===== src/rtl/mips_mc_pkg.sv =====
// Shared constants for the multi-cycle MIPS control unit:
// state codes, opcodes, mux encodings, class bits.
package mips_mc_pkg;

  localparam logic [2:0] ST_FETCH  = 3'd0;
  localparam logic [2:0] ST_DECODE = 3'd1;
  localparam logic [2:0] ST_EXEC   = 3'd2;
  localparam logic [2:0] ST_MEM    = 3'd3;
  localparam logic [2:0] ST_WB     = 3'd4;

  localparam logic [5:0] OP_RTYPE = 6'h00;
  localparam logic [5:0] OP_J     = 6'h02;
  localparam logic [5:0] OP_BEQ   = 6'h04;
  localparam logic [5:0] OP_BNE   = 6'h05;
  localparam logic [5:0] OP_LW    = 6'h23;
  localparam logic [5:0] OP_SW    = 6'h2B;
  // I-ALU occupies 0x08..0x0F
  localparam logic [2:0] OP_IALU_HI = 3'b001;

  localparam logic [1:0] PC_SRC_ALU    = 2'b00;
  localparam logic [1:0] PC_SRC_ALUOUT = 2'b01;
  localparam logic [1:0] PC_SRC_JUMP   = 2'b10;

  localparam logic [1:0] ALUB_RT      = 2'b00;
  localparam logic [1:0] ALUB_FOUR    = 2'b01;
  localparam logic [1:0] ALUB_IMM     = 2'b10;
  localparam logic [1:0] ALUB_IMM_SH2 = 2'b11;

  typedef enum int {
    CLS_R    = 0,
    CLS_IALU = 1,
    CLS_LW   = 2,
    CLS_SW   = 3,
    CLS_BEQ  = 4,
    CLS_BNE  = 5,
    CLS_J    = 6,
    CLS_ILL  = 7
  } cls_idx_e;

  typedef logic [7:0] cls_t;

  typedef struct packed {
    logic       pc_wr;
    logic [1:0] pc_src;
    logic       ir_wr;
    logic       iord;
    logic       mem_rd;
    logic       mem_wr;
    logic       alu_a;
    logic [1:0] alu_b;
    logic       reg_wr;
    logic       reg_dst;
    logic       mem_to_reg;
    logic       illegal;
  } ctl_t;

endpackage


===== src/rtl/mc_instr_class.sv =====
// Opcode to one-hot instruction class.
// Ports: op_i (opcode), cls_o (one-hot class, CLS_* bits).
module mc_instr_class
  import mips_mc_pkg::*;
(
  input  logic [5:0] op_i,
  output cls_t       cls_o
);

  always_comb begin
    cls_o = '0;
    unique case (1'b1)
      (op_i == OP_RTYPE):        cls_o[CLS_R]    = 1'b1;
      (op_i == OP_J):            cls_o[CLS_J]    = 1'b1;
      (op_i == OP_BEQ):          cls_o[CLS_BEQ]  = 1'b1;
      (op_i == OP_BNE):          cls_o[CLS_BNE]  = 1'b1;
      (op_i[5:3] == OP_IALU_HI): cls_o[CLS_IALU] = 1'b1;
      (op_i == OP_LW):           cls_o[CLS_LW]   = 1'b1;
      (op_i == OP_SW):           cls_o[CLS_SW]   = 1'b1;
      default:                   cls_o[CLS_ILL]  = 1'b1;
    endcase
  end

endmodule


===== src/rtl/mc_control.sv =====
// Multi-cycle MIPS control FSM (FETCH/DECODE/EXEC/MEM/WB) with
// combinational strobes and a retired-instruction counter.
// Ports: clk, reset (async active-low), op/funct/z/mem_rdy in;
// PC, IR, memory, ALU-mux, regfile strobes, state, illegal,
// retired count out.
// MC_CTRL_MEM_WAIT_EN: FETCH/MEM wait for mem_rdy; otherwise
// each memory state is a single cycle and mem_rdy is ignored.
module mc_control
  import mips_mc_pkg::*;
(
  input  logic        clk,
  input  logic        reset,
  input  logic [5:0]  op_mc_ctl_i,
  input  logic [5:0]  funct_mc_ctl_i,
  input  logic        z_mc_ctl_i,
  input  logic        mem_rdy_mc_ctl_i,
  output logic        pc_wr_mc_ctl_o,
  output logic [1:0]  pc_src_mc_ctl_o,
  output logic        ir_wr_mc_ctl_o,
  output logic        iord_mc_ctl_o,
  output logic        mem_rd_mc_ctl_o,
  output logic        mem_wr_mc_ctl_o,
  output logic        alu_src_a_mc_ctl_o,
  output logic [1:0]  alu_src_b_mc_ctl_o,
  output logic        reg_wr_mc_ctl_o,
  output logic        reg_dst_mc_ctl_o,
  output logic        mem_to_reg_mc_ctl_o,
  output logic [2:0]  state_mc_ctl_o,
  output logic        illegal_mc_ctl_o,
  output logic [31:0] retired_mc_ctl_o
);

  logic [2:0]  state_q, state_d;
  logic [31:0] retired_q;
  logic        ret_inc;
  logic        mem_go;
  cls_t        cls;
  ctl_t        ctl;

  // funct is decoded by the ALU control, not here
  logic unused_ok;
  assign unused_ok = ^{funct_mc_ctl_i, mem_rdy_mc_ctl_i};

`ifdef MC_CTRL_MEM_WAIT_EN
  assign mem_go = mem_rdy_mc_ctl_i;
`else
  assign mem_go = 1'b1;
`endif

  mc_instr_class u_cls (
    .op_i  (op_mc_ctl_i),
    .cls_o (cls)
  );

  always_comb begin
    ctl     = '0;
    state_d = ST_FETCH;
    ret_inc = 1'b0;
    case (state_q)
      ST_FETCH: begin
        ctl.mem_rd = 1'b1;
        ctl.alu_b  = ALUB_FOUR;
        if (mem_go) begin
          ctl.ir_wr  = 1'b1;
          ctl.pc_wr  = 1'b1;
          ctl.pc_src = PC_SRC_ALU;
          state_d    = ST_DECODE;
        end else begin
          state_d = ST_FETCH;
        end
      end
      ST_DECODE: begin
        ctl.alu_b = ALUB_IMM_SH2;
        if (cls[CLS_J]) begin
          ctl.pc_wr  = 1'b1;
          ctl.pc_src = PC_SRC_JUMP;
          ret_inc    = 1'b1;
        end else if (cls[CLS_ILL]) begin
          ctl.illegal = 1'b1;
        end else begin
          state_d = ST_EXEC;
        end
      end
      ST_EXEC: begin
        ctl.alu_a = 1'b1;
        unique case (1'b1)
          cls[CLS_R]: begin
            ctl.alu_b = ALUB_RT;
            state_d   = ST_WB;
          end
          cls[CLS_IALU]: begin
            ctl.alu_b = ALUB_IMM;
            state_d   = ST_WB;
          end
          cls[CLS_LW], cls[CLS_SW]: begin
            ctl.alu_b = ALUB_IMM;
            state_d   = ST_MEM;
          end
          cls[CLS_BEQ], cls[CLS_BNE]: begin
            ctl.alu_b  = ALUB_RT;
            ctl.pc_src = PC_SRC_ALUOUT;
            ctl.pc_wr  = cls[CLS_BEQ] ? z_mc_ctl_i
                                      : ~z_mc_ctl_i;
            ret_inc    = 1'b1;
          end
          default: ;
        endcase
      end
      ST_MEM: begin
        ctl.iord   = 1'b1;
        ctl.mem_rd = cls[CLS_LW];
        ctl.mem_wr = cls[CLS_SW];
        if (mem_go) begin
          state_d = cls[CLS_LW] ? ST_WB : ST_FETCH;
          ret_inc = ~cls[CLS_LW];
        end else begin
          state_d = ST_MEM;
        end
      end
      ST_WB: begin
        ctl.reg_wr     = 1'b1;
        ctl.reg_dst    = cls[CLS_R];
        ctl.mem_to_reg = cls[CLS_LW];
        ret_inc        = 1'b1;
      end
      default: ;
    endcase
    // outputs are forced quiet while reset is held
    if (!reset) begin
      ctl = '0;
    end
  end

  always_ff @(posedge clk or negedge reset) begin
    if (!reset) begin
      state_q   <= ST_FETCH;
      retired_q <= '0;
    end else begin
      state_q <= state_d;
      if (ret_inc) begin
        retired_q <= retired_q + 32'd1;
      end
    end
  end

  assign pc_wr_mc_ctl_o      = ctl.pc_wr;
  assign pc_src_mc_ctl_o     = ctl.pc_src;
  assign ir_wr_mc_ctl_o      = ctl.ir_wr;
  assign iord_mc_ctl_o       = ctl.iord;
  assign mem_rd_mc_ctl_o     = ctl.mem_rd;
  assign mem_wr_mc_ctl_o     = ctl.mem_wr;
  assign alu_src_a_mc_ctl_o  = ctl.alu_a;
  assign alu_src_b_mc_ctl_o  = ctl.alu_b;
  assign reg_wr_mc_ctl_o     = ctl.reg_wr;
  assign reg_dst_mc_ctl_o    = ctl.reg_dst;
  assign mem_to_reg_mc_ctl_o = ctl.mem_to_reg;
  assign illegal_mc_ctl_o    = ctl.illegal;
  assign state_mc_ctl_o      = state_q;
  assign retired_mc_ctl_o    = retired_q;

endmodule


===== config.mk =====
export PLATFORM = sky130hd
export DESIGN_NAME = mc_control
export DESIGN_NICKNAME = d
export VERILOG_FILES = /design/src/rtl/mips_mc_pkg.sv /design/src/rtl/mc_instr_class.sv /design/src/rtl/mc_control.sv
export SDC_FILE = /design/constraint.sdc
export NUM_CORES = 1
export LEC_CHECK = 0
export CAP_MARGIN = 10
export CELL_PAD_IN_SITES_DETAIL_PLACEMENT = 1
export CELL_PAD_IN_SITES_GLOBAL_PLACEMENT = 2
export CORE_ASPECT_RATIO = 0.8
export CORE_MARGIN = 1.5
export CORE_UTILIZATION = 29
export DETAILED_ROUTE_END_ITERATION = 8
export PLACE_DENSITY_LB_ADDON = 0.12
export SKIP_LAST_GASP = 1
export SLEW_MARGIN = 20
export SYNTH_ARGS = -nofsm -noshare
export SYNTH_HDL_FRONTEND = slang
export SYNTH_SLANG_ARGS = --single-unit

===== constraint.sdc =====
create_clock -name clk -period 2.11 [get_ports clk]
set_input_delay 0.211 -clock clk [delete_from_list [all_inputs] [get_ports clk]]
set_output_delay 0.211 -clock clk [all_outputs]
set_load 0.05 [all_outputs]

==> run metrics <==
layout cells sized above 1=approximately a third; post-DR vias/cell=around 4.8; Max rail drop VDD=around 0.66 mV; synthesized flop and latch total=35; Die Y=roughly 79 um; Initial DRC Count=approximately 60; Async SR Flop Fraction=100%; Layout area overhead=57.4%; Fmax=484 MHz; initial antenna violation count=0; DRT antenna net count=0; Synth warnings=0; I/O Buffers=57; # diodes=0; final worst-path cycle share=97.9%; worst setup path category=in -> out; largest net degree at the start of global routing=33; syn nets=approximately 210; total CTS buffers=5; Worst setup EP type=primary output; Mean Syn Cell Area=10.6 um^2; Worst Path Max Fanout=3; Final Hold Viols=0; total power draw=about 2400 uW; full die area=~7700 um^2; Cell Pwr Density=between 700 and 800 nW/um^2; GPL Wtd Cong=around 0.73; core footprint=6930 um^2; number of flops mapped to enable cells by yosys=0; post-synth top area share=41.9%; row count=27; TritonRoute pass-1 iters=4; register area share after synthesis=approximately two fifths; most common cell in the netlist=dfrtp_1; Max clock buf depth=2; Synth Instances=between 150 and 200; crit-path max cell delay=between 500 and 600 ps; clk_skew=roughly 7.8 ps; RSZ-0062 raised after global routing=true; H-Tree Depth=2; Worst-Skew Late Latency=around 280 ps; final core occ=between 40% and 50%; final worst setup slack=45.2 ps; initial core utilization=30.2%; TritonCTS clock tree=built; clk slew on worst S/H paths=about 70 ps; Post-route DRC=0; Worst EP required=~1900 ps; placed instance area=about 3100 um^2; Root Driver=clkbuf_8; Sink Count=35; Worst-Margin Slew=519 ps; Synth cell types=41; slew margin rel.=between 60% and 70%; grt total ovfl=0; Worst Hold Class=in -> async; worst path cell trace=dlygate4sd2_1 -> or4b_4 -> or3_4 -> a221oi_4 -> buf_12; routed via count=about 1800; Yosys top cell by area=dfrtp_1; fin nets=296; Post-Syn Area=between 2000 and 2500 um^2; first-pass GRT wire length=approximately 9000 um; Commonest cells post-synth=dfrtp_1, xor2_1, nor2_1; I/O pins=65; # Max-Cap Violations=0; Setup crit start kind=input pin; overall global routing resource usage=roughly 15%; pre-CTS setup slack=-302 ps; min Tclk post-route=2060 ps; Detailed Place HPWL=roughly 4100 um; slowest library cell on the worst path=or4b_4; P_leak=0.00145 uW; Die X-Extent=97.9 um; Final Max Slew Viols=0; status=completed; vias in the first global route=1771; Top FF cell, synth=dfrtp_1; worst path arrival time=1850 ps; DR WL/cell=roughly 15 um; largest cells by area after synthesis=dfrtp_1, xor2_1, nor4_2, nor4b_2, nor2_1; final setup fails=0; fin area=~3300 um^2; final WL=between 5000 and 6000 um
==> worst paths after layout <==
check                                                 start                          endpoint  slack, ps  cells past startpoint
max                                          op_mc_ctl_i[5]                    pc_wr_mc_ctl_o         50                      5
min                                                   reset  retired_mc_ctl_o[31]$_DFFE_PN0P_        470                      3
max reg2reg                     state_mc_ctl_o[0]$_DFF_PN0_  retired_mc_ctl_o[21]$_DFFE_PN0P_         80                      7
min reg2reg                retired_mc_ctl_o[31]$_DFFE_PN0P_  retired_mc_ctl_o[31]$_DFFE_PN0P_        470                      1
max in group asynchronous                             reset   retired_mc_ctl_o[7]$_DFFE_PN0P_       1330                      3
min in group clk           retired_mc_ctl_o[31]$_DFFE_PN0P_  retired_mc_ctl_o[31]$_DFFE_PN0P_        470                      1
==> metal layers <==
metal | vias up | routed length, um | track usage [%] | part of all wire (%)
li1 | 861 | - | - | -
met1 | 860 | 3010 | 23.3 | 54
met2 | 38 | 2290 | 20.1 | 41
met3 | 2 | 231 | 3.79 | 4.2
met4 | 0 | 19 | 2.57 | 0.34
met5 | - | 0 | 0 | 0
==> timing repair <==
item,4_1_cts,5_1_grt
endpoints found under the setup margin,2,10
hold buffers,1,0
pin swaps,3,6
cloned,0,1
hold endpoints to repair,35,0
setup buffers,1,1
gates resized for setup,6,6
==> registers in the layout, summed over array words and instances (netlist names) <==
name / flops
retired_mc_ctl_o: 32
state_mc_ctl_o: 3
==> area by class of cell <==
class	instances	area, um^2
multi-input combinational	149	1250
timing repair buffer	85	948
sequential	35	891
clock buffer	8	80.1
fill	764	3640
tap	87	109
inverter	3	11.3
==> worst max-delay path, delay by kind of cell <==
family | cells | cell delay (ps)
buffers and inverters | 2 | 430
and+or+nand+nor | 2 | 910
AOI/OAI and AO/OA | 1 | 290
==> stage by stage <==
step                setup TNS (ps)  hold WS (ps)  cells
floorplan                     -109         -84.6    197
global placement             -5000           234    355
detailed placement           -6450           227    355
CTS                              0           465    365
global route                  -155           480    367
finish                           0           465    367
==> cell families (layout without fill, tap and decap cells) <==
family	count (synthesis)	after routing	share of synthesized area [%]
buffers and inverters	13	96	3.29
adder cells (fa/ha/maj)	1	1	0.599
multiplexers	1	1	0.539
XOR/XNOR	32	32	13.4
flip-flops	35	35	41.9
AND/OR/NAND/NOR	104	104	36.7
AO/OA/AOI/OAI	11	11	3.53
==> cell usage in the layout, fill, tap and decap left out, types with 6 or more instances in the layout <==
cell	Yosys	routed
nor3_1	9	7
dfrtp_1	35	23
buf_12	0	15
clkdlybuf4s50_1	0	36
and3_1	6	6
nor2_1	15	12
dfrtp_2	0	12
nand2_1	14	14
nor4_2	10	10
nor4b_2	6	6
xor2_1	27	27
buf_4	1	25
==> power breakdown <==
part | internal [uW] | leakage [uW] | total [uW] | switching (uW)
clock | 235 | 0.0000395 | 464 | 230
sequential | 730 | 0.000456 | 831 | 102
combinational | 436 | 0.000954 | 1060 | 621
No activity file was read; power rests on OpenSTA's default activity.
